File: src/rtl/button_debouncer.sv
// Debounces a pre-synchronized push-button level and reports press/release edges,
// a single long-press event per hold, and a wrapping count of accepted presses.
module button_debouncer #(
  parameter int DEBOUNCE_CYCLES = 1000000,
  parameter int LONG_CYCLES     = 100000000
) (
  input  logic       clk,
  input  logic       rst,
  input  logic       sync_in,
  output logic       btn_level,
  output logic       btn_press,
  output logic       btn_release,
  output logic       long_press,
  output logic [7:0] press_count
);

  localparam int DW = (DEBOUNCE_CYCLES > 1) ? $clog2(DEBOUNCE_CYCLES) : 1;
  localparam int LW = (LONG_CYCLES > 1) ? $clog2(LONG_CYCLES) : 1;
  localparam logic [DW-1:0] DEB_MAX  = DW'(DEBOUNCE_CYCLES - 1);
  localparam logic [LW-1:0] HOLD_MAX = LW'(LONG_CYCLES - 1);

  typedef enum logic [1:0] {
    IDLE      = 2'd0,
    WAIT_HIGH = 2'd1,
    PRESSED   = 2'd2,
    WAIT_LOW  = 2'd3
  } state_t;

  state_t        state_r, state_s;
  logic [DW-1:0] deb_cnt_r, deb_cnt_s;
  logic [LW-1:0] hold_cnt_r, hold_cnt_s;
  logic          long_done_r, long_done_s;
  logic          level_s, press_s, release_s, long_s;
  logic [7:0]    count_s;

  // Next-state, counter and output-pulse decode
  always_comb begin
    state_s     = state_r;
    deb_cnt_s   = deb_cnt_r;
    hold_cnt_s  = hold_cnt_r;
    long_done_s = long_done_r;
    press_s     = 1'b0;
    release_s   = 1'b0;
    long_s      = 1'b0;
    count_s     = press_count;

    // The hold timer runs through WAIT_LOW so a release bounce does not restart it
    if ((state_r == PRESSED) || (state_r == WAIT_LOW)) begin
      if (hold_cnt_r == HOLD_MAX) begin
        if (!long_done_r) begin
          long_s      = 1'b1;
          long_done_s = 1'b1;
        end else begin
          long_s      = 1'b0;
        end
      end else begin
        hold_cnt_s = hold_cnt_r + LW'(1);
      end
    end else begin
      hold_cnt_s = hold_cnt_r;
    end

    case (state_r)
      IDLE: begin
        if (sync_in) begin
          state_s   = WAIT_HIGH;
          deb_cnt_s = '0;
        end else begin
          state_s   = IDLE;
        end
      end
      WAIT_HIGH: begin
        if (!sync_in) begin
          state_s = IDLE;
        end else if (deb_cnt_r == DEB_MAX) begin
          state_s     = PRESSED;
          hold_cnt_s  = '0;
          long_done_s = 1'b0;
          press_s     = 1'b1;
          count_s     = press_count + 8'd1;
        end else begin
          deb_cnt_s = deb_cnt_r + DW'(1);
        end
      end
      PRESSED: begin
        if (!sync_in) begin
          state_s   = WAIT_LOW;
          deb_cnt_s = '0;
        end else begin
          state_s   = PRESSED;
        end
      end
      WAIT_LOW: begin
        if (sync_in) begin
          state_s = PRESSED;
        end else if (deb_cnt_r == DEB_MAX) begin
          state_s    = IDLE;
          hold_cnt_s = '0;
          release_s  = 1'b1;
        end else begin
          deb_cnt_s = deb_cnt_r + DW'(1);
        end
      end
      default: begin
        state_s    = IDLE;
        deb_cnt_s  = '0;
        hold_cnt_s = '0;
      end
    endcase

    level_s = (state_s == PRESSED) || (state_s == WAIT_LOW);
  end

  // State, counters and registered outputs
  always_ff @(posedge clk or posedge rst) begin
    if (rst) begin
      state_r     <= IDLE;
      deb_cnt_r   <= '0;
      hold_cnt_r  <= '0;
      long_done_r <= 1'b0;
      btn_level   <= 1'b0;
      btn_press   <= 1'b0;
      btn_release <= 1'b0;
      long_press  <= 1'b0;
      press_count <= 8'd0;
    end else begin
      state_r     <= state_s;
      deb_cnt_r   <= deb_cnt_s;
      hold_cnt_r  <= hold_cnt_s;
      long_done_r <= long_done_s;
      btn_level   <= level_s;
      btn_press   <= press_s;
      btn_release <= release_s;
      long_press  <= long_s;
      press_count <= count_s;
    end
  end

endmodule

File: config.mk
export PLATFORM = sky130hd
export DESIGN_NAME = button_debouncer
export DESIGN_NICKNAME = d
export VERILOG_FILES = /design/src/rtl/button_debouncer.sv
export SDC_FILE = /design/constraint.sdc
export NUM_CORES = 1
export LEC_CHECK = 0
export BUFFER_PORTS_ARGS = -buffer_cell sky130_fd_sc_hd__buf_2
export CAP_MARGIN = 20
export CORE_MARGIN = 2
export CORE_UTILIZATION = 51
export DETAILED_ROUTE_END_ITERATION = 8
export GPL_ROUTABILITY_DRIVEN = 0
export PLACE_DENSITY = 0.81
export SKIP_CTS_REPAIR_TIMING = 1
export SYNTH_ARGS = -nofsm -noshare
export SYNTH_HDL_FRONTEND = slang
export SYNTH_SLANG_ARGS = --single-unit
File: constraint.sdc
create_clock -name clk -period 2 [get_ports clk]
set_input_delay 0.3 -clock clk [delete_from_list [all_inputs] [get_ports clk]]
set_output_delay 0.3 -clock clk [all_outputs]
set_load 0.01 [all_outputs]
Word level (Yosys, flattened, before mapping)
Index checks and enable logic that the tools add are counted.
{"block": "totals", "elab_cells": 60, "in_bits": 3, "out_inout_bits": 12, "regBits": 62}
{"block": "classes", "addsub": 3, "n_reduce_logical": 5, "n_mux": 32, "n_eq_ne": 11}
{"cell": "2-to-1 mux 27 bit", "count": 5}
{"cell": "2-to-1 mux 20 bit", "count": 5}
{"cell": "one-hot mux 20 bit (4 select lines)", "count": 1}
{"cell": "one-hot mux 27 bit (2 select lines)", "count": 1}
{"cell": "adder 27 x 1 -> 27 bit, second input constant", "count": 1}
{"cell": "== test 27 bit, second input constant", "count": 1}
{"cell": "adder 20 x 1 -> 20 bit, second input constant", "count": 1}
{"cell": "== test 20 bit, second input constant", "count": 1}
{"cell": "2-to-1 mux 1 bit", "count": 15}
{"cell": "adder 8 x 1 -> 8 bit, second input constant", "count": 1}
{"cell": "== test 2 bit, second input constant", "count": 4}
{"cell": "2-to-1 mux 2 bit", "count": 4}
{"cell": "inequality test 2 bit, second input constant", "count": 4}
{"cell": "one-hot mux 2 bit (4 select lines)", "count": 1}
{"cell": "AND reduction 4 bit", "count": 1}
{"cell": "AND reduction 3 bit", "count": 1}
{"cell": "== test 2 x 1 -> 1 bit, second input constant", "count": 1}
{"cell": "zero test 2 bit", "count": 1}
{"cell": "logical OR 1 bit", "count": 2}

Depth between registers and ports, before layout
Gate-level depths: netlist of the first run.
{"block": "depth", "depth_word": 6, "mapped_depth": 9, "depth_no_buf": 6}

Worst setup path before layout of the first run
No wires, ideal clock.
{"block": "synth_path", "kind": "register to register", "from": "reg deb_cnt_r[6]", "to": "reg press_count[1]", "n_path_buf": 2, "synth_period_minus_slack_ps": 1923, "t_arrival_ps": 1799, "path_stages_with_launch": 8, "required_time_ps": 1875, "setup_slack_ps": 77, "setup_ps": 125, "path_cell_list": "dfrtp_1 buf_2 nor4b_2 and4_1 buf_2 nand3_1 nor2_1 mux2_2"}
{"block": "synth_between", "elab_chain_cells": 2}
{"element": "from (decl)", "line": "30", "source": "logic [DW-1:0] deb_cnt_r, deb_cnt_s;"}
{"element": "from (signal assigned)", "line": "128", "source": "deb_cnt_r <= deb_cnt_s;"}
{"element": "== test 20 bit", "line": "75", "source": "end else if (deb_cnt_r == DEB_MAX) begin"}
{"element": "AND reduction 3 bit (no line)"}
{"element": "to (signal assigned)", "line": "135", "source": "press_count <= count_s;"}
{"element": "to (decl)", "line": "14", "source": "output logic [7:0] press_count"}
No other way between the ends.
A chain may end at the register's enable or synchronous reset.

Final worst setup path of the first run
{"block": "layout_path", "from": "reg deb_cnt_r[15]", "to": "reg press_count[7]"}
The elaborated chain is that of the path after synthesis.

==> flow_summary.ini, run 1 <==
[pwr]
power_density_nw_per_um2 = 797
peakVddDrop_mv = 0.880
power_mw = 3.25
p_leak_nw = 1.80

[logic_synthesis]
synth_top_area_share = 0.466
ys_seq_area_frac = 0.466
synth_edf_count = 0
avgSynthCellArea_um2 = 9.67
ys_seq_elements = 61
ys_async_sr_fraction = 1.00
syn_area_um2 = 3280
synth.area.top_cells = dfrtp_1, xnor2_1, nor2_1
yosys_warnings = 0
synth_nets = 345
synth_top_area_cell = dfrtp_1
syn_inst = 339
synth_top_flop_cell = dfrtp_1
ys_types = 50

[layout]
nFillCells = 456
syn2layout_area_growth_pct = 24.6
antenna_cells = 0
num-nets-final = 403
layout_common_cells = dfrtp_1, buf_4, nor2_1, nand2_1, nand4_1
final_common_cell = dfrtp_1
stdcell_count = 479
final_util = 0.650
final_area_um2 = 4080
drive_above_1_share = 0.261

[sta]
period_share = 0.976
fmax_mhz = 512
worst_slack_ns = 0.0480
setup_viol = 0
finalHoldViolations = 0
rsz0062_at_grt = yes
whs_ns = 0.253
skew_ns = 0.00959
slew_violations = 0
worstMarginPinSlew_ns = 0.460
fin_tns_setup_ns = 0
fin_crit_ns = 1.95
relSlewSlack = 0.692

[critical_path]
slowest_delay_ns = 0.59
cp_max_fo = 4
cp_slowest_cell = or4_4
path_depth = 5
startpoint_type = register
crit_chain = nor4b_4 > nand4_1 > or4_4 > nor3_4 > xor2_1
crit_type = register to register
regToRegStartpoint = deb_cnt_r[15]
reg2reg_slack_ns = 0.05
critPathArrivalTime_ns = 2.22
r2r_end = press_count[7]
critical_path.top_delay_family = simple AND/OR/NAND/NOR gates
critPathCaptureType = register
path_buf_inv = 0
r2r_cells = 5
required_ns = 2.26

[cts]
cts_tree = built
clkTransAtPathRegs_ns = 0.07
htree_levels = 3
cts_sinks = 61
numCtsBuffers = 9
cts_root_buf = clkbuf_8
insertion_delay_ns = 0.35
clockBufferDepth = 2

[routing]
viasPerCell = 5.99
drt-pass1-iter-count = 6
ant_nets = 0
wl_um = 7920
vias = 2868
first_iter_violations = 215
drc = 0
wire_per_inst_um = 16.5

[die]
die_h_um = 84.2
rows = 29
design.core.area_um2 = 6280
die_w_um = 84.2
initial_core_util = 0.522
dieArea_um2 = 7080
ios = 15

[grt]
overflow = 0
antenna_found_initial = 0
grt_use_total = 0.231
grt_max_degree = 49
grt_pass1_vias = 2817
grt_first_pass_wirelength_um = 13300

[placement]
io_buffers = 14
dp_slack_ns = -0.0161
dpl.cell_count = 458
dp_hpwl_um = 5210
dpl-instance-area_um2 = 3690

[min_path]
worstHoldPathType = primary input to register
worstHoldEndpoint = btn_release
min_path_cells = 2
min-delay-start = sync_in

[job]
drv_cap = 0

[run_status]
outcome = complete, no violations
state kept, by name, summed over array words and instances (netlist names):
signal and flops:
hold_cnt_r 27, deb_cnt_r 20, press_count 8, btn_level 1, btn_press 1, btn_release 1
long_done_r 1, long_press 1, state_r 1
per-layer routing:
metal,routed length [µm],vias to the layer above,global-route usage,part of all wire
met5,0,-,0,0
met4,113,0,0.0733,0.014
met3,410,14,0.0570,0.052
met2,4240,80,0.398,0.53
met1,3160,1404,0.287,0.40
li1,-,1370,-,-
how the worst max path moves through the flow:
stage	start	to	slack (ns)
2_1_floorplan	deb_cnt_r[6]	press_count[1]	0.08
3_3_place_gp	deb_cnt_r[12]	press_count[6]	0.03
3_5_place_dp	deb_cnt_r[12]	press_count[6]	-0.02
4_1_cts	deb_cnt_r[12]	press_count[6]	-0.03
5_1_grt	deb_cnt_r[15]	press_count[7]	-0.09
6_report	deb_cnt_r[15]	press_count[7]	0.05
power breakdown:
part / total [mW] / switching [mW] / internal (mW)
sequential: 1.48 / 0.139 / 1.35
combinational: 0.417 / 0.218 / 0.200
clock: 1.35 / 0.519 / 0.833
layout make-up:
| class | count | area (µm²) | share of cell area |
|---|---|---|---|
| inverter | 9 | 33.8 | 0.00827 |
| clock buffer | 9 | 124 | 0.0303 |
| multi-input combinational | 255 | 1740 | 0.425 |
| clock inverter | 7 | 123 | 0.0300 |
| tap | 77 | 96.3 | 0.0236 |
| sequential | 61 | 1530 | 0.374 |
| timing repair buffer | 61 | 442 | 0.108 |
synth_stat cells (5+ instances only):
library cell / number
dfrtp_1: 61
nor2_1: 38
nand2_1: 29
nand4_1: 21
xnor2_1: 19
a21oi_1: 17
nand3_1: 14
o21ai_0: 12
xor2_1: 12
nor3_1: 11
or4_1: 9
inv_1: 8
and4_1: 7
nor4_1: 7
and3_1: 6
buf_2: 5
clkbuf_1: 5
o31ai_1: 5
logic make-up after synthesis:
| family | Yosys count | share of synthesized area |
|---|---|---|
| buffers and inverters | 23 | 0.0355 |
| XOR/XNOR | 31 | 0.0829 |
| multiplexers | 3 | 0.0103 |
| adder cells (fa/ha/maj) | 3 | 0.0115 |
| flip-flops | 61 | 0.466 |
| AO/OA/AOI/OAI | 53 | 0.104 |
| AND/OR/NAND/NOR | 165 | 0.290 |
Note: power is estimated with default switching activity, not from simulation.
==> run 2: changes to the inputs <==
- PLACE_DENSITY: 0.81 -> 0.72
==> flow_summary.ini, run 2 (synthesized netlist as in run 1, its figures left out) <==
[sta]
fin_crit_ns = 1.91
fin_tns_setup_ns = 0
worst_slack_ns = 0.0855
rsz0062_at_grt = no
slew_violations = 0
finalHoldViolations = 18
worstMarginPinSlew_ns = 0.383
period_share = 0.957
setup_viol = 0
relSlewSlack = 0.744
whs_ns = -0.00678
skew_ns = 0.00797
fmax_mhz = 522

[pwr]
peakVddDrop_mv = 0.617
pwr-share-seq = 0.494
power_density_nw_per_um2 = 753
p_leak_nw = 1.76
combPwrFrac = 0.132
power_mw = 2.99
clkPwrFrac = 0.375
power_switching_uw = 879
p_sw_frac = 0.294
power.internal_mw = 2.11

[routing]
viasPerCell = 5.90
drc = 0
first_iter_violations = 172
ant_nets = 0
wire_per_inst_um = 15.5
drt-pass1-iter-count = 6
vias = 2827
wl_um = 7430

[placement]
dp_slack_ns = 0.0389
io_buffers = 14
dp_hpwl_um = 5110

[cts]
cts_tree = built
cts_sinks = 61
htree_levels = 3
clockBufferDepth = 2
cts_root_buf = clkbuf_8
numCtsBuffers = 9
insertion_delay_ns = 0.35
clkTransAtPathRegs_ns = 0.08

[grt]
antenna_found_initial = 0
grt_pass1_vias = 2807
grt_use_total = 0.233
grt_first_pass_wirelength_um = 13200
overflow = 0
grt_max_degree = 62

[critical_path]
critPathCaptureType = register
crit_type = register to register
critPathArrivalTime_ns = 2.19
reg2reg_slack_ns = 0.09
startpoint_type = register
cp_max_fo = 4
regToRegStartpoint = deb_cnt_r[8]
startpoint = deb_cnt_r[8]
r2r_cells = 6
r2r_end = press_count[6]
required_ns = 2.28

[die]
design.core.area_um2 = 6280
die_h_um = 84.2
initial_core_util = 0.522
rows = 29
ios = 15
dieArea_um2 = 7080
die_w_um = 84.2

[run_status]
violations = negative hold slack
outcome = finished, violations left

[layout]
largest_reg_flops = 27
num-nets-final = 403
final_common_cell = dfrtp_1
drive_above_1_share = 0.251
regMostFlops = hold_cnt_r
reg_top3 = hold_cnt_r (27), deb_cnt_r (20), press_count (8)
syn2layout_area_growth_pct = 21.1
final_util = 0.632
layout_common_cells = dfrtp_1, buf_4, nor2_1, nand2_1, nand4_1
antenna_cells = 0

[min_path]
worstHoldPathType = primary input to asynchronous set/reset pin

[job]
drv_cap = 0
## run 2: cell types whose count changed in the layout (fill, tap and decap cells not counted), sizes merged
cell	change
buf	+1
bufinv	-2
clkinv	+4
clkinvlp	-2
dlygate4sd3	-1
## run 2: per-stage QoR
step | instance area [µm²] | instances
finish | 3970 | 479
global route | 3970 | 479
detailed placement | 3720 | 462
floorplan | 3280 | 339
global placement | 3720 | 462
CTS | 3920 | 478
## run 2: worst max-delay path by stage
stage | cells after the start | slack (ns) | end
floorplan | 7 | 0.08 | press_count[1]
global placement | 6 | 0.07 | press_count[6]
detailed placement | 6 | 0.04 | hold_cnt_r[19]
CTS | 6 | 0.02 | press_count[6]
global route | 8 | 0.007 | hold_cnt_r[18]
finish | 6 | 0.09 | press_count[6]
## run 2: power groups by stage
stage	logic (mW)	clock network, mW	registers, mW
after floorplan	0.265	0	1.47
after global placement	0.376	0	1.49
after detailed placement	0.392	0	1.50
after CTS	0.394	1.14	1.47
after global routing	0.450	1.19	1.49
final	0.393	1.12	1.47
## run 2: metal layers
layer  wire, µm  GRT usage
met1       3450      0.308
met2       3550      0.371
met3        215     0.0413
met4        212      0.120
met5          0          0
## run 2: area by class of cell
type | instances | area (µm²)
fill | 512 | 2310
clock buffer | 9 | 124
clock inverter | 7 | 75.1
timing repair buffer | 61 | 435
sequential | 61 | 1530
multi-input combinational | 255 | 1680
inverter | 9 | 33.8
tap | 77 | 96.3
## run 2: critical path: stages (launching register included)
cell and delay [ns]:
dfrtp_1 0.40, nor4bb_2 0.34, nand4_1 0.14, buf_4 0.19
or4_4 0.45, nor3_2 0.18, xor2_1 0.16
